$ cat config.mk
export PLATFORM = sky130hd
export DESIGN_NAME = mem_arbiter_flat
export DESIGN_NICKNAME = d
export VERILOG_FILES = /design/src/rtl/mem_arb_pkg.sv /design/src/rtl/mem_arbiter_if.sv /design/src/rtl/mem_arbiter_rr_pick2.sv /design/src/rtl/mem_arbiter.sv /design/src/flat_wrapper.sv
export SDC_FILE = /design/constraint.sdc
export NUM_CORES = 1
export LEC_CHECK = 0
export BUFFER_PORTS_ARGS = -buffer_cell sky130_fd_sc_hd__buf_2
export CAP_MARGIN = 20
export CORE_MARGIN = 4
export CORE_UTILIZATION = 38
export CTS_BUF_LIST = sky130_fd_sc_hd__clkbuf_8
export CTS_CLUSTER_DIAMETER = 60
export DETAILED_ROUTE_END_ITERATION = 12
export PLACE_DENSITY = 0.8
export SLEW_MARGIN = 0
export SYNTH_ARGS = -nofsm -noshare
export SYNTH_HDL_FRONTEND = slang
export SYNTH_HIERARCHICAL = 1
export SYNTH_SLANG_ARGS = --single-unit
$ cat constraint.sdc
create_clock -name clock -period 1.3 [get_ports clock]
set_input_delay 0.13 -clock clock [delete_from_list [all_inputs] [get_ports clock]]
set_output_delay 0.13 -clock clock [all_outputs]
set_load 0.01 [all_outputs]
$ cat src/rtl/mem_arb_pkg.sv
// Shared types and constants for the two-port memory arbiter.
package mem_arb_pkg;
  typedef enum logic [1:0] {
    IDLE   = 2'd0,
    ACCESS = 2'd1,
    RESP   = 2'd2
  } state_t;

  localparam int ARB_RR    = 0;
  localparam int ARB_FIXED = 1;

  localparam logic PORT0 = 1'b0;
  localparam logic PORT1 = 1'b1;
endpackage

$ cat src/rtl/mem_arbiter_if.sv
// Requester ports, memory-side signals and FSM state of the memory arbiter.
interface mem_arbiter_if
  import mem_arb_pkg::*;
#(
  parameter int A = 12,
  parameter int D = 16
);
  // Handshake: a requester raises req with we/addr/wdata stable and holds them
  // until done; gnt pulses once when the request is taken, done pulses once when
  // the access is complete and rdata is valid only in that done cycle.
  logic         p0_req;
  logic         p0_we;
  logic [A-1:0] p0_addr;
  logic [D-1:0] p0_wdata;
  logic         p0_gnt;
  logic         p0_done;
  logic [D-1:0] p0_rdata;

  logic         p1_req;
  logic         p1_we;
  logic [A-1:0] p1_addr;
  logic [D-1:0] p1_wdata;
  logic         p1_gnt;
  logic         p1_done;
  logic [D-1:0] p1_rdata;

  logic [A-1:0] mem_address;
  logic         mem_write_enable;
  logic [D-1:0] mem_input_data;
  logic [D-1:0] mem_output_data;

  state_t       state;

  modport slave (
    input  p0_req, p0_we, p0_addr, p0_wdata,
    input  p1_req, p1_we, p1_addr, p1_wdata,
    input  mem_output_data,
    output p0_gnt, p0_done, p0_rdata,
    output p1_gnt, p1_done, p1_rdata,
    output mem_address, mem_write_enable, mem_input_data,
    output state
  );

  modport master (
    output p0_req, p0_we, p0_addr, p0_wdata,
    output p1_req, p1_we, p1_addr, p1_wdata,
    output mem_output_data,
    input  p0_gnt, p0_done, p0_rdata,
    input  p1_gnt, p1_done, p1_rdata,
    input  mem_address, mem_write_enable, mem_input_data,
    input  state
  );
endinterface

$ cat src/rtl/mem_arbiter_rr_pick2.sv
// Combinational two-way winner select: round-robin against last_grant or fixed port-0 priority.
module rr_pick2
  import mem_arb_pkg::*;
(
  input  logic [1:0] req,
  input  logic       last_grant,
  input  logic       fixed,
  output logic       any,
  output logic       win
);
  always_comb begin
    any = |req;
    win = PORT0;
    if (req == 2'b11) begin
      win = fixed ? PORT0 : ~last_grant;
    end else if (req[1]) begin
      win = PORT1;
    end
  end
endmodule

$ cat src/rtl/mem_arbiter.sv
// Arbiter and sequencer sharing one single-port synchronous memory between two requesters.
module mem_arbiter
  import mem_arb_pkg::*;
#(
  parameter int A        = 12,
  parameter int D        = 16,
  parameter int ARB_MODE = ARB_RR
) (
  input  logic          clock,
  input  logic          reset,
  mem_arbiter_if.slave  bus
);
  localparam logic FIXED = (ARB_MODE == ARB_FIXED);

  state_t       state, state_n;
  logic         win_q, win_n;
  logic         last_grant, last_grant_n;
  logic [A-1:0] addr_q, addr_n;
  logic [D-1:0] data_q, data_n;
  logic         we_q, we_n;
  logic [1:0]   gnt_q, gnt_n;
  logic [1:0]   done_q, done_n;
  logic         any;
  logic         win;

  rr_pick2 u_pick (
    .req        ({bus.p1_req, bus.p0_req}),
    .last_grant (last_grant),
    .fixed      (FIXED),
    .any        (any),
    .win        (win)
  );

  always_comb begin
    state_n      = state;
    win_n        = win_q;
    last_grant_n = last_grant;
    addr_n       = addr_q;
    data_n       = data_q;
    we_n         = 1'b0;
    gnt_n        = 2'b00;
    done_n       = 2'b00;
    case (state)
      IDLE: begin
        if (any) begin
          win_n        = win;
          last_grant_n = win;
          gnt_n[win]   = 1'b1;
          state_n      = ACCESS;
          if (win == PORT1) begin
            addr_n = bus.p1_addr;
            data_n = bus.p1_wdata;
            we_n   = bus.p1_we;
          end else begin
            addr_n = bus.p0_addr;
            data_n = bus.p0_wdata;
            we_n   = bus.p0_we;
          end
        end
      end
      ACCESS: begin
        // Memory samples at the edge closing this cycle; its output is valid in RESP.
        done_n[win_q] = 1'b1;
        state_n       = RESP;
      end
      RESP: begin
        state_n = IDLE;
      end
      default: begin
        state_n = IDLE;
      end
    endcase
  end

  always_ff @(posedge clock) begin
    if (reset) begin
      state      <= IDLE;
      win_q      <= PORT0;
      last_grant <= PORT1;
      addr_q     <= '0;
      data_q     <= '0;
      we_q       <= 1'b0;
      gnt_q      <= 2'b00;
      done_q     <= 2'b00;
    end else begin
      state      <= state_n;
      win_q      <= win_n;
      last_grant <= last_grant_n;
      addr_q     <= addr_n;
      data_q     <= data_n;
      we_q       <= we_n;
      gnt_q      <= gnt_n;
      done_q     <= done_n;
    end
  end

  assign bus.mem_address      = addr_q;
  assign bus.mem_write_enable = we_q;
  assign bus.mem_input_data   = data_q;
  assign bus.p0_gnt           = gnt_q[0];
  assign bus.p1_gnt           = gnt_q[1];
  assign bus.p0_done          = done_q[0];
  assign bus.p1_done          = done_q[1];
  assign bus.p0_rdata         = bus.mem_output_data;
  assign bus.p1_rdata         = bus.mem_output_data;
  assign bus.state            = state;
endmodule

$ cat src/flat_wrapper.sv
// flat-port wrapper written by rule: the top's interface ports become plain ports
module mem_arbiter_flat import mem_arb_pkg::*;
#(
  parameter int A        = 12,
  parameter int D        = 16,
  parameter int ARB_MODE = ARB_RR
)
  (clock, reset, bus_p0_req, bus_p0_we, bus_p0_addr, bus_p0_wdata, bus_p1_req, bus_p1_we, bus_p1_addr, bus_p1_wdata, bus_mem_output_data, bus_p0_gnt, bus_p0_done, bus_p0_rdata, bus_p1_gnt, bus_p1_done, bus_p1_rdata, bus_mem_address, bus_mem_write_enable, bus_mem_input_data, bus_state);
  mem_arbiter_if #(.A(A), .D(D)) bus_i ();
  input  logic clock;
  input  logic reset;
  input wire logic [$bits(bus_i.p0_req)-1:0] bus_p0_req;
  input wire logic [$bits(bus_i.p0_we)-1:0] bus_p0_we;
  input wire logic [$bits(bus_i.p0_addr)-1:0] bus_p0_addr;
  input wire logic [$bits(bus_i.p0_wdata)-1:0] bus_p0_wdata;
  input wire logic [$bits(bus_i.p1_req)-1:0] bus_p1_req;
  input wire logic [$bits(bus_i.p1_we)-1:0] bus_p1_we;
  input wire logic [$bits(bus_i.p1_addr)-1:0] bus_p1_addr;
  input wire logic [$bits(bus_i.p1_wdata)-1:0] bus_p1_wdata;
  input wire logic [$bits(bus_i.mem_output_data)-1:0] bus_mem_output_data;
  output wire logic [$bits(bus_i.p0_gnt)-1:0] bus_p0_gnt;
  output wire logic [$bits(bus_i.p0_done)-1:0] bus_p0_done;
  output wire logic [$bits(bus_i.p0_rdata)-1:0] bus_p0_rdata;
  output wire logic [$bits(bus_i.p1_gnt)-1:0] bus_p1_gnt;
  output wire logic [$bits(bus_i.p1_done)-1:0] bus_p1_done;
  output wire logic [$bits(bus_i.p1_rdata)-1:0] bus_p1_rdata;
  output wire logic [$bits(bus_i.mem_address)-1:0] bus_mem_address;
  output wire logic [$bits(bus_i.mem_write_enable)-1:0] bus_mem_write_enable;
  output wire logic [$bits(bus_i.mem_input_data)-1:0] bus_mem_input_data;
  output wire logic [$bits(bus_i.state)-1:0] bus_state;
  assign bus_i.p0_req = bus_p0_req;
  assign bus_i.p0_we = bus_p0_we;
  assign bus_i.p0_addr = bus_p0_addr;
  assign bus_i.p0_wdata = bus_p0_wdata;
  assign bus_i.p1_req = bus_p1_req;
  assign bus_i.p1_we = bus_p1_we;
  assign bus_i.p1_addr = bus_p1_addr;
  assign bus_i.p1_wdata = bus_p1_wdata;
  assign bus_i.mem_output_data = bus_mem_output_data;
  assign bus_p0_gnt = bus_i.p0_gnt;
  assign bus_p0_done = bus_i.p0_done;
  assign bus_p0_rdata = bus_i.p0_rdata;
  assign bus_p1_gnt = bus_i.p1_gnt;
  assign bus_p1_done = bus_i.p1_done;
  assign bus_p1_rdata = bus_i.p1_rdata;
  assign bus_mem_address = bus_i.mem_address;
  assign bus_mem_write_enable = bus_i.mem_write_enable;
  assign bus_mem_input_data = bus_i.mem_input_data;
  assign bus_state = bus_i.state;
  mem_arbiter #(.A(A), .D(D), .ARB_MODE(ARB_MODE)) u_core (.clock(clock), .reset(reset), .bus(bus_i));
endmodule
; Yosys cells after proc, flatten, opt, wreduce, memory -nomap -nowiden
; Index checks and enable logic that the tools add are counted.
; Widths: inputs -> output; s select.
[classes]
mux = 11
shift = 0
add_sub_neg = 0
div_mod_pow = 0
magnitude_cmp = 4
eq_ne = 3
bitwise_logic = 4
reduce_logical = 7
multipliers = 0
[ops]
columns = cell, count
row1 = $mux 16, 1
row2 = $mux 12, 1
row3 = $mux 1, 5
row4 = $lt 1x2->1 const B, 2
row5 = $not 1->1, 4
row6 = $pmux 2 s2, 1
row7 = $reduce_or 2->1, 2
row8 = $reduce_or 3->1, 1
row9 = $demux 1 s1, 2
row10 = $eq 2x1->1 const B, 1
row11 = $eq 2x2->1 const B, 1
row12 = $ge 1x1->1 const B, 2
row13 = $logic_and 1x1->1, 2
row14 = $logic_not 2->1, 1
row15 = $mux 2, 1
row16 = $ne 2x1->1 const B, 1
row17 = $reduce_and 2->1, 1
[word_totals]
elab_cells = 37
latch_bits = 0
mem_bits_ro = 0
output_inout_bits = 67
mem_count = 0
in_bits = 78
reg_bits = 37
ram_bits = 0

; Logic depth before layout (Yosys ltp)
[logic_depth]
depth_word = 6
ltp_mapped = 6
mapped_depth_nobuf = 4

; Hierarchy
; The synthesis kept the hierarchy.
[modules_own_cells]
columns = mod, cells_per_inst, instances, area_per_inst_um2
row1 = mem_arbiter, 182, 1, 1988.2
row2 = rr_pick2, 3, 1, 17.5

; Least setup slack after synthesis
; Ideal clock, no wire load.
[synth_path]
path_type = register to register
start = reg u_core.last_grant
end = reg u_core.addr_q[4] (netlist: u_core/bus.mem_address[4])
path_slack_ps = -130
setup_ps = 140
synth_period_minus_slack_ps = 1430
stages_incl_launch_ff = 7
t_arrival_ps = 1290
path_cell_list = dfxtp_1 o21ai_1 and2_1 clkbuf_1 buf_2 mux2i_1 o32ai_2
[synth_via]
elab_chain_len = 3
[synth_rtl]
columns = element, line
row1 = "start, declared", mem_arbiter.sv:17  ; logic last_grant, last_grant_n;
row2 = "start signal, assigned", mem_arbiter.sv:88  ; last_grant <= last_grant_n;
row3 = $not 1->1, mem_arbiter_rr_pick2.sv:15  ; win = fixed ? PORT0 : ~last_grant;
row4 = $mux 1, mem_arbiter_rr_pick2.sv:14  ; if (req == 2'b11) begin
row5 = named net u_core.win, mem_arbiter.sv:24  ; logic win;
row6 = $mux 12, mem_arbiter.sv:50  ; if (win == PORT1) begin
row7 = "end signal, assigned", mem_arbiter.sv:89  ; addr_q <= addr_n;
row8 = "end, declared", mem_arbiter.sv:18  ; logic [A-1:0] addr_q, addr_n;
; The timed path passes the listed nets, and every way through them passes these cells.
; A chain may end at the register's enable or synchronous reset.

; Worst setup path in the final report
[layout_path]
start = reg u_core.last_grant
end = reg u_core.addr_q[1] (netlist: u_core/bus.mem_address[1])
; The elaborated chain is that of the path after synthesis.

==> flow_summary.yaml <==
floorplanning:
  chipWidth_um: 80.7
  row_count: 26
  design.portCount: 145
  initial_core_util_pct: 39.3
  fp.dieArea_um2: 6500
  fp.dieH_um: 80.7
  core_region_area_um2: 5110
hold_path:
  hold_path.class: "in2reg"
sta:
  unrepaired_setup_endpoints_after_global_routing: "true"
  hold-worst-slack_ps: 89.5
  setup_violating_endpoint_count_in_the_final_report: 14
  final-max-slew-violation-count: 0
  report.final.hold_viol_count: 0
  post-route-period-util_pct: 101
  achievable-frequency_mhz: 758
  skew_ps: 5.16
  final_critical_path_setup_slack_ps: -18.5
  minimum_period_implied_by_the_final_worst_setup_slack_ps: 1320
synthesis:
  seq_area_frac_synth_pct: 36.9
  mappedNetlistNets: 263
  flops_latches_synth: 37
  synth_cell_type_count: 19
  synth_top_family_by_area: "compound AO/OA/AOI/OAI gates"
  yosysTopAreaCell: "dfxtp_1"
  synth_compound_area_share_pct: 23.1
  synth.top_cells.by_area: "dfxtp_1 37%, o32ai_2 21%, mux2i_1 14%"
  async_flop_share_pct: 0
  synthesized_area_fraction_occupied_by_xor_and_xnor_cells_pct: 0
  avgSynthCellArea_um2: 10.8
  yosys_most_used_dff: "dfxtp_1"
  synth_common_cells: "37 x dfxtp_1, 33 x buf_4, 31 x inv_1"
  mux_contribution_to_synthesized_area_pct: 14.5
  synthesis.area_um2: 2010
  synth_enable_flop_cells: 0
  post-synth-top-area-fraction_pct: 36.9
  synth_simple_gate_area_share_pct: 3.18
  synth.yosys.warnings: 6
  post_synth_fa_ha_maj_area_fraction_pct: 0
  synthCells: 185
  synth_most_common_cell: "dfxtp_1"
route:
  detailedRoute.firstPassIterationCount: 2
  detail_route.drc_violations: 0
  drt_wirelength_um: 4570
  via_count: 1516
  initial_detailed_routing_violation_count: 24
  dr_wl_met2_um: 2380
  routed_vias_inst: 4.64
  wire_per_inst_um: 14.0
  final_antenna_net_count: 0
  dr.max_layer_used: "met4"
  wl_met1_um: 1770
  met3WireLength_um: 389
critical_path:
  critPathMaxStageDelay_ps: 330
  timing.critical_path.from_type: "register"
  crit_path_leading_delay_family: "flip-flops"
  timing.critical_path.cells: "o21ai_2 > and2_4 > buf_12 > mux2i_4 > o32ai_2"
  crit_fanout: 7
  setup.worst_path.end_class: "register"
  cp_data_required_time_ps: 1450
  crit_buf_inv: 1
  path_class: "reg2reg"
  crit_slowest_cell: "dfxtp_2"
  critPathArrivalTime_ps: 1470
global_routing:
  grt_use_total_pct: 13.1
  grt_start_max_net_pins: 32
  grt_pass1_vias: 1503
  global_route.overflow_total: 0
  grt_pass1_wl_um: 6670
  antenna_found_initial: 0
clocking:
  cts.reportedPaths.clkPinSlew_ps: 70
  postCtsHoldBufs: 0
  clkLatencyLatePin_ps: 280
  cts_num_sinks: 37
  cts_tree: "built"
  clock_path_buffers: 2
  cts_buffers: 5
  cts-root-buf: "clkbuf_8"
  htree_levels: 2
power_and_ir_drop:
  seqPwrFrac_pct: 44.2
  power.share.combinational_pct: 29.3
  clkPwrFrac_pct: 26.6
  power.net_switching_w: 0.000814
  power.static_leakage_nw: 1.19
  powerDensity_nw_per_um2: 1080
  internal_power_w: 0.00209
  vdd_drop_max_uv: 502
  switching_share_pct: 28.0
placed_design:
  placedCellCount: 315
  dp_hpwl_um: 3200
  gpl.final_weighted_congestion: 0.684
  port_buffers: 96
  place_ws_ps: -149
run_status:
  violations_in_the_final_reports: "negative setup slack"
  outcome: "complete, but fails checks"
finish:
  layout.nets: 335
  flow.area_growth_from_synthesis_pct: 34.7
  num_antenna_cells: 0
  drive_gt1_share_pct: 64.2
  post_layout_nonfiller_instances: 327
job:
  maximum_capacitance_violations: 0
==> layout by cell type (no fill, tap or decap), drive strengths merged <==
master,instances
mux2i,29
and2,3
clkbuf,8
nor3b,2
o32a,1
o21ai,1
o32ai,29
or2,1
inv,32
buf,109
nor2,3
or4b,1
dfxtp,37
conb,1
==> layer usage <==
layer / GRT usage (%) / up-vias
met5: 0 / -
met4: 3.55 / 0
met3: 4.04 / 8
met2: 23.8 / 54
met1: 14.6 / 702
li1: - / 752
==> power groups by stage <==
stage	Sequential [W]	Combinational (W)	Clock, W
6_report	0.00128	0.000851	0.000772
5_1_grt	0.00129	0.000916	0.000847
4_1_cts	0.00128	0.000759	0.000808
3_5_place_dp	0.00131	0.000732	0
3_3_place_gp	0.00131	0.000714	0
2_1_floorplan	0.00136	0.000497	0
==> kinds of logic after synthesis <==
group                  after synthesis
flip-flops                          37
other                                1
multiplexers                        29
AO/OA/AOI/OAI                       31
buffers and inverters               77
AND/OR/NAND/NOR                     10
==> final timing paths <==
kind,start,endpoint,slack (ps),cells past startpoint
hold reg to reg,u_core/win_q,u_core/done_q[1],450,1
setup reg to reg,u_core/last_grant,u_core/bus.mem_address[1],-20,5
hold / removal,bus_p0_we,u_core/bus.mem_write_enable,90,3
setup / recovery,u_core/last_grant,u_core/bus.mem_address[1],-20,5
==> state kept, by name (all words and copies together), names as in the netlist <==
signal and cells:
u_core/bus.state 2, u_core/bus.mem_address 12, u_core/last_grant 1, u_core/win_q 1
u_core/gnt_q 2, u_core/bus.mem_write_enable 1, u_core/bus.mem_input_data 16, u_core/done_q 2
==> tightest hold or removal path: stages <==
cell,delay [ps]
buf_2,70
mux2i_1,60
nor2_2,70
==> metrics by stage <==
stage                     TNS [ps]  power, W  cell area, um^2  utilization [%]
after global placement       -2400   0.00202             2380             46.6
after floorplan                  0   0.00186             2030                -
final                         -134   0.00291             2700             52.9
after global routing         -1430   0.00306             2700             52.9
after CTS                    -13.5   0.00285             2510             49.1
after detailed placement     -3700   0.00204             2380             46.6
==> area by class of cell <==
class / instances / area [um^2]
clock inverter: 1 / 3.75
timing repair buffer: 111 / 697
sequential: 37 / 742
multi-input combinational: 71 / 973
fill: 478 / 2400
tap: 70 / 87.6
inverter: 31 / 116
clock buffer: 6 / 82.6
==> repair_timing <==
item | 4_1_cts | 5_1_grt
gates cloned | 0 | 3
hold endpoints to repair | 0 | 0
endpoints found under the setup margin | 34 | 29
buffers inserted | 1 | 1
pin swaps | 0 | 10
resized for setup | 9 | 24
(Power assumes the default switching activity.)
